## config.mk

```make
export PLATFORM = sky130hd
export DESIGN_NAME = ctrl_pipe
export DESIGN_NICKNAME = d
export VERILOG_FILES = /design/src/rtl/ctrl_pkg.sv /design/src/rtl/ctrl_pipe_hazard_unit.sv /design/src/rtl/ctrl_pipe.sv
export SDC_FILE = /design/constraint.sdc
export NUM_CORES = 1
export LEC_CHECK = 0
export ABC_AREA = 1
export BUFFER_PORTS_ARGS = -buffer_cell sky130_fd_sc_hd__buf_4
export CORE_AREA = 2 2 60 62
export DETAILED_ROUTE_END_ITERATION = 10
export DIE_AREA = 0 0 62 64
export HOLD_SLACK_MARGIN = 0.05
export PLACE_DENSITY = 0.75
export SYNTH_ARGS = -nofsm -noshare
export SYNTH_HDL_FRONTEND = slang
export SYNTH_SLANG_ARGS = --single-unit
```

## constraint.sdc

```tcl
create_clock -name clk_i -period 1.4 [get_ports clk_i]
set_clock_uncertainty 0.05 [all_clocks]
set_input_delay 0.35 -clock clk_i [delete_from_list [all_inputs] [get_ports clk_i]]
set_output_delay 0.35 -clock clk_i [all_outputs]
set_load 0.01 [all_outputs]
```

## src/rtl/ctrl_pkg.sv

```systemverilog
// Shared definitions for the ID-stage control word: bit positions, ALUOp
// encodings and the opcode constants the decoder and ctrl_pipe agree on.
package ctrl_pkg;

  // Control word layout
  localparam int CTRL_W        = 8;
  localparam int CTRL_REGWRITE = 7;
  localparam int CTRL_MEMTOREG = 6;
  localparam int CTRL_MEMREAD  = 5;
  localparam int CTRL_MEMWRITE = 4;
  localparam int CTRL_ALUSRC   = 3;
  localparam int CTRL_ALUOP_HI = 2;
  localparam int CTRL_ALUOP_LO = 1;
  localparam int CTRL_REGDST   = 0;

  // Width of the optional stall/flush performance counters
  localparam int CNT_W = 16;

  // ALUOp encodings carried in control bits [2:1]
  typedef enum logic [1:0] {
    ALUOP_ADD   = 2'b00,  // lw/sw/addi address or immediate add
    ALUOP_SUB   = 2'b01,  // beq compare
    ALUOP_FUNCT = 2'b10,  // R-type, ALU op taken from funct field
    ALUOP_RSVD  = 2'b11
  } aluop_e;

  // Primary opcodes shared with the decoder
  localparam logic [5:0] OP_RTYPE = 6'h00;
  localparam logic [5:0] OP_J     = 6'h02;
  localparam logic [5:0] OP_BEQ   = 6'h04;
  localparam logic [5:0] OP_ADDI  = 6'h08;
  localparam logic [5:0] OP_LW    = 6'h23;
  localparam logic [5:0] OP_SW    = 6'h2B;

endpackage

```

## src/rtl/ctrl_pipe_hazard_unit.sv

```systemverilog
// Load-use hazard detection: a load sitting in EX whose destination (rt)
// is a source of the instruction in ID forces a one-cycle bubble.
// Register $zero never creates a dependency.
module hazard_unit
  import ctrl_pkg::*;
#(
  parameter int REG_AW = 5
) (
  input  logic              ex_memread,
  input  logic [REG_AW-1:0] ex_rt,
  input  logic [REG_AW-1:0] id_rs,
  input  logic [REG_AW-1:0] id_rt,
  output logic              hazard
);

  // Purely combinational compare against both ID source fields
  assign hazard = ex_memread && (ex_rt != '0) &&
                  ((ex_rt == id_rs) || (ex_rt == id_rt));

endmodule

```

## src/rtl/ctrl_pipe.sv

```systemverilog
// ctrl_pipe: carries the ID control word and destination register through
// the ID/EX, EX/MEM and MEM/WB boundaries, inserts load-use bubbles and
// squashes the ID instruction on a taken branch.
// Optional macro CTRL_PIPE_PERF_EN adds saturating stall/flush counters.
module ctrl_pipe
  import ctrl_pkg::*;
#(
  parameter int REG_AW = 5
) (
  input  logic              clk_i,
  input  logic              rst_i,
  input  logic [CTRL_W-1:0] ctrl_i,
  input  logic [REG_AW-1:0] id_rs_i,
  input  logic [REG_AW-1:0] id_rt_i,
  input  logic [REG_AW-1:0] id_rd_i,
  input  logic              flush_i,
  output logic              stall_o,
  output logic              ex_alusrc_o,
  output logic [1:0]        ex_aluop_o,
  output logic [REG_AW-1:0] ex_rs_o,
  output logic [REG_AW-1:0] ex_rt_o,
  output logic [REG_AW-1:0] ex_wreg_o,
  output logic              mem_read_o,
  output logic              mem_write_o,
  output logic              mem_regwrite_o,
  output logic [REG_AW-1:0] mem_wreg_o,
  output logic              wb_regwrite_o,
  output logic              wb_memtoreg_o,
  output logic [REG_AW-1:0] wb_wreg_o
`ifdef CTRL_PIPE_PERF_EN
  ,
  output logic [CNT_W-1:0]  stall_cnt_o,
  output logic [CNT_W-1:0]  flush_cnt_o
`endif
);

  // ID/EX stage registers
  logic [CTRL_W-1:0] ex_ctrl_reg;
  logic [REG_AW-1:0] ex_rs_reg;
  logic [REG_AW-1:0] ex_rt_reg;
  logic [REG_AW-1:0] ex_rd_reg;

  // EX/MEM stage registers
  logic              mem_regwrite_reg;
  logic              mem_memtoreg_reg;
  logic              mem_read_reg;
  logic              mem_write_reg;
  logic [REG_AW-1:0] mem_wreg_reg;

  // MEM/WB stage registers
  logic              wb_regwrite_reg;
  logic              wb_memtoreg_reg;
  logic [REG_AW-1:0] wb_wreg_reg;

  logic              hazard;
  logic              bubble;
  logic [REG_AW-1:0] ex_wreg;

  hazard_unit #(
    .REG_AW (REG_AW)
  ) u_hazard (
    .ex_memread (ex_ctrl_reg[CTRL_MEMREAD]),
    .ex_rt      (ex_rt_reg),
    .id_rs      (id_rs_i),
    .id_rt      (id_rt_i),
    .hazard     (hazard)
  );

  // A flush already squashes the ID instruction, so it never needs holding
  assign bubble  = hazard | flush_i;
  assign stall_o = hazard & ~flush_i;

  // Destination register is resolved in EX from RegDst
  assign ex_wreg = ex_ctrl_reg[CTRL_REGDST] ? ex_rd_reg : ex_rt_reg;

  // ID/EX: load the ID instruction, or an all-zero bubble on hazard/flush
  always_ff @(posedge clk_i or negedge rst_i) begin
    if (!rst_i) begin
      ex_ctrl_reg <= '0;
      ex_rs_reg   <= '0;
      ex_rt_reg   <= '0;
      ex_rd_reg   <= '0;
    end else if (bubble) begin
      ex_ctrl_reg <= '0;
      ex_rs_reg   <= '0;
      ex_rt_reg   <= '0;
      ex_rd_reg   <= '0;
    end else begin
      ex_ctrl_reg <= ctrl_i;
      ex_rs_reg   <= id_rs_i;
      ex_rt_reg   <= id_rt_i;
      ex_rd_reg   <= id_rd_i;
    end
  end

  // EX/MEM: always advances; writes to $zero are dropped here
  always_ff @(posedge clk_i or negedge rst_i) begin
    if (!rst_i) begin
      mem_regwrite_reg <= 1'b0;
      mem_memtoreg_reg <= 1'b0;
      mem_read_reg     <= 1'b0;
      mem_write_reg    <= 1'b0;
      mem_wreg_reg     <= '0;
    end else begin
      mem_regwrite_reg <= ex_ctrl_reg[CTRL_REGWRITE] && (ex_wreg != '0);
      mem_memtoreg_reg <= ex_ctrl_reg[CTRL_MEMTOREG];
      mem_read_reg     <= ex_ctrl_reg[CTRL_MEMREAD];
      mem_write_reg    <= ex_ctrl_reg[CTRL_MEMWRITE];
      mem_wreg_reg     <= ex_wreg;
    end
  end

  // MEM/WB: always advances
  always_ff @(posedge clk_i or negedge rst_i) begin
    if (!rst_i) begin
      wb_regwrite_reg <= 1'b0;
      wb_memtoreg_reg <= 1'b0;
      wb_wreg_reg     <= '0;
    end else begin
      wb_regwrite_reg <= mem_regwrite_reg;
      wb_memtoreg_reg <= mem_memtoreg_reg;
      wb_wreg_reg     <= mem_wreg_reg;
    end
  end

  assign ex_alusrc_o    = ex_ctrl_reg[CTRL_ALUSRC];
  assign ex_aluop_o     = ex_ctrl_reg[CTRL_ALUOP_HI:CTRL_ALUOP_LO];
  assign ex_rs_o        = ex_rs_reg;
  assign ex_rt_o        = ex_rt_reg;
  assign ex_wreg_o      = ex_wreg;
  assign mem_read_o     = mem_read_reg;
  assign mem_write_o    = mem_write_reg;
  assign mem_regwrite_o = mem_regwrite_reg;
  assign mem_wreg_o     = mem_wreg_reg;
  assign wb_regwrite_o  = wb_regwrite_reg;
  assign wb_memtoreg_o  = wb_memtoreg_reg;
  assign wb_wreg_o      = wb_wreg_reg;

`ifdef CTRL_PIPE_PERF_EN
  logic [CNT_W-1:0] stall_cnt_reg;
  logic [CNT_W-1:0] flush_cnt_reg;

  // Saturating event counters: stop at all-ones instead of wrapping
  always_ff @(posedge clk_i or negedge rst_i) begin
    if (!rst_i) begin
      stall_cnt_reg <= '0;
      flush_cnt_reg <= '0;
    end else begin
      if (stall_o && (stall_cnt_reg != '1)) begin
        stall_cnt_reg <= stall_cnt_reg + 1'b1;
      end
      if (flush_i && (flush_cnt_reg != '1)) begin
        flush_cnt_reg <= flush_cnt_reg + 1'b1;
      end
    end
  end

  assign stall_cnt_o = stall_cnt_reg;
  assign flush_cnt_o = flush_cnt_reg;
`else
  // Counters are not built in this configuration
`endif

endmodule
```

==> impl_metrics.toml <==
[finish]
syn_to_final_growth_pct = 58.5
final.fill_count = 250
fin_util_pct = 71.5
largest_register_ff_count = 8
nNetsFinal = 267
antennaDiodeCount = 0
drive_above_1_share_pct = 50.4

[sta]
slew_headroom_pct = 69.3
min_period_ns = 1.87
maxSlewViolCount = 0
rsz0062_at_grt = "true"
finalCritPeriodShare_pct = 133
hold_viol = 0
tightestPinTransition_ns = 0.461
max_freq_ghz = 0.536
fin_ws_ns = -0.467
finalSetupViolCount = 35
tns_ns = -3.78

[job]
drv_cap = 0

[pwr]
p_sw_share_pct = 26.2
power_frac_comb_pct = 20.5
seqPwrFrac_pct = 55.5
power_frac_clock_pct = 24.0
total_power_w = 0.00221
powerDensity_nw_per_um2 = 939
p_sw_w = 0.000578
leakagePower_nw = 1.34
cell_internal_pwr_w = 0.00163
vdd_drop_max_mv = 0.543

[global_route]
first_global_vias = 1179
grt_max_degree = 40
grt-ovfl-total = 0
grt_util_all_layers_pct = 17.8
grt_antenna_before_repair = 0
grt_pass1_wl_um = 5090

[logic_synthesis]
synthArstFlopShare_pct = 100
yosys_warnings = 0
avgSynthCellArea_um2 = 9.88
seq_area_frac_synth_pct = 65.8
synthFlopType = "dfrtp_1"
synth_top_area_share_pct = 65.8
synth_cell_type_count = 19
synth_area_leader_cell = "dfrtp_1"
ys_seq_elements = 39
synth.most_common_cell = "dfrtp_1"
syn-num-nets = 176
syn_inst = 150
synth_area_leaders = "dfrtp_1 66%, inv_1 7.1%, nand2_1 6.8%, nor2_1 6.1%, nor2_2 3.4%"
synth.cell_area_um2 = 1480
synth_edf_count = 0
synthTopCellsByCount = "39 x dfrtp_1, 28 x inv_1, 27 x nand2_1, 24 x nor2_1, 8 x nor2_2"

[floorplan]
die_area_um2 = 3970
core_um2 = 3280
chipWidth_um = 62
start_util_pct = 45.1
dieHeight_um = 64
io_pins = 60
fp-row-count = 21

[clock_network]
htree_levels = 2
cts-root-buf = "clkbuf_4"
clk_pin_slew_ns = 0.11
tritoncts = "built"
numCtsBuffers = 5
clockBufferDepth = 2
clkSinkCount = 39
clk_latency_ns = 0.34

[placement]
port_buffers = 59
place_congestion = 0.799
dp_hpwl_um = 2120
place_ws_ns = -0.133

[setup_path]
critical_path_class = "reg -> out"
worst_setup_path_end_kind = "output port"
cp_data_arrival_time_ns = 1.47
critPathRequiredTime_ns = 1.00
crit_path_max_fanout = 4
crit_path_start_kind = "register"

[status]
status = "complete, but fails checks"
violations = "negative setup slack"

[routing]
routed_wl_um = 3200
vias = 1211
drtIter0Drc = 42
dr.pass1.iters = 4
ant_nets = 0
wl_per_cell_um = 11.1
vias_per_cell = 4.20
drc = 0

[hold_path]
hold_class = "in -> reg"
==> routing by layer <==
metal / up-vias / share of wire [%] / GRT usage (%)
li1: 615 / - / -
met1: 543 / 40 / 20.8
met2: 47 / 51 / 29.4
met3: 6 / 6.9 / 5.67
met4: 0 / 2.2 / 7.18
met5: - / 0 / 0
==> logic make-up (layout without fill, tap and decap cells) <==
kind of cell | after synthesis | after routing | synth area share (%)
compound gates | 7 | 7 | 2.53
xor+xnor | 2 | 2 | 1.18
buf+inv | 37 | 127 | 11.6
flops | 39 | 39 | 65.8
simple gates | 65 | 67 | 18.9
==> worst max-delay path: stages (launching register included) <==
cell,delay [ns]
dfrtp_2,0.46
inv_2,0.09
nand4_1,0.11
o21ai_0,0.16
inv_1,0.06
nand2_2,0.09
nor2_2,0.03
buf_4,0.13
==> cell type report <==
type | count | area, um^2 | share of cell area (%)
tap | 46 | 57.6 | 2.45
inverter | 32 | 120 | 5.11
clock inverter | 3 | 15.0 | 0.639
clock buffer | 5 | 37.5 | 1.60
multi-input combinational | 76 | 408 | 17.4
sequential | 39 | 981 | 41.7
timing repair buffer | 87 | 731 | 31.1
==> what timing repair did <==
item | in CTS | in global routing
setup buffers | 11 | 8
resized for setup | 25 | 16
setup endpoints to repair | 33 | 35
hold buffers | 1 | 0
cloned | 1 | 1
pin swaps | 7 | 7
endpoints found under the hold margin | 39 | 0
==> power groups by stage <==
| stage | Sequential [W] | Clock [W] | Combinational (W) |
|---|---|---|---|
| floorplan | 0.00127 | 0 | 0.000125 |
| global placement | 0.00125 | 0 | 0.000360 |
| detailed placement | 0.00125 | 0 | 0.000366 |
| CTS | 0.00123 | 0.000550 | 0.000423 |
| global route | 0.00124 | 0.000609 | 0.000495 |
| finish | 0.00122 | 0.000530 | 0.000452 |
==> stage by stage <==
step | hold slack, ns | instances | instance area (um^2)
global placement | 0.285 | 267 | 2060
finish | 0.165 | 288 | 2350
detailed placement | 0.289 | 267 | 2060
global route | 0.145 | 288 | 2350
floorplan | 0.00441 | 150 | 1490
CTS | 0.153 | 285 | 2280
==> path summary, 6_finish.rpt <==
| path | start | end | slack [ns] | depth (start not counted) |
|---|---|---|---|---|
| max | ex_rt_o[3] | stall_o | -0.47 | 7 |
| min | id_rd_i[4] | ex_rd_reg[4] | 0.17 | 3 |
| max reg2reg | ex_rt_o[4] | mem_regwrite_o | -0.22 | 11 |
| min reg2reg | ex_ctrl_reg[4] | mem_write_o | 0.30 | 0 |
| max in group asynchronous | rst_i | ex_ctrl_reg[0] | 0.51 | 2 |
| min in group asynchronous | rst_i | wb_wreg_o[4] | 0.45 | 2 |
==> placed cells by master (no fill, tap or decap) <==
cell type	Yosys	routed
nor3_2	0	1
nand2_8	0	2
nand2_4	1	1
o21ai_0	5	1
nor2_2	8	10
nand2_1	27	27
o21ai_4	0	1
dlygate4sd3_1	0	1
clkbuf_4	0	6
nand3_1	2	2
a21boi_1	0	1
xnor2_1	2	2
o21ai_2	0	3
dfrtp_1	39	35
a21oi_1	1	1
buf_6	1	20
inv_2	4	5
inv_1	28	27
nand4_1	1	1
dfrtp_2	0	4
nand2_2	1	1
buf_4	2	65
clkinv_2	0	3
nor2_1	24	22
No activity file was read; power rests on OpenSTA's default activity.
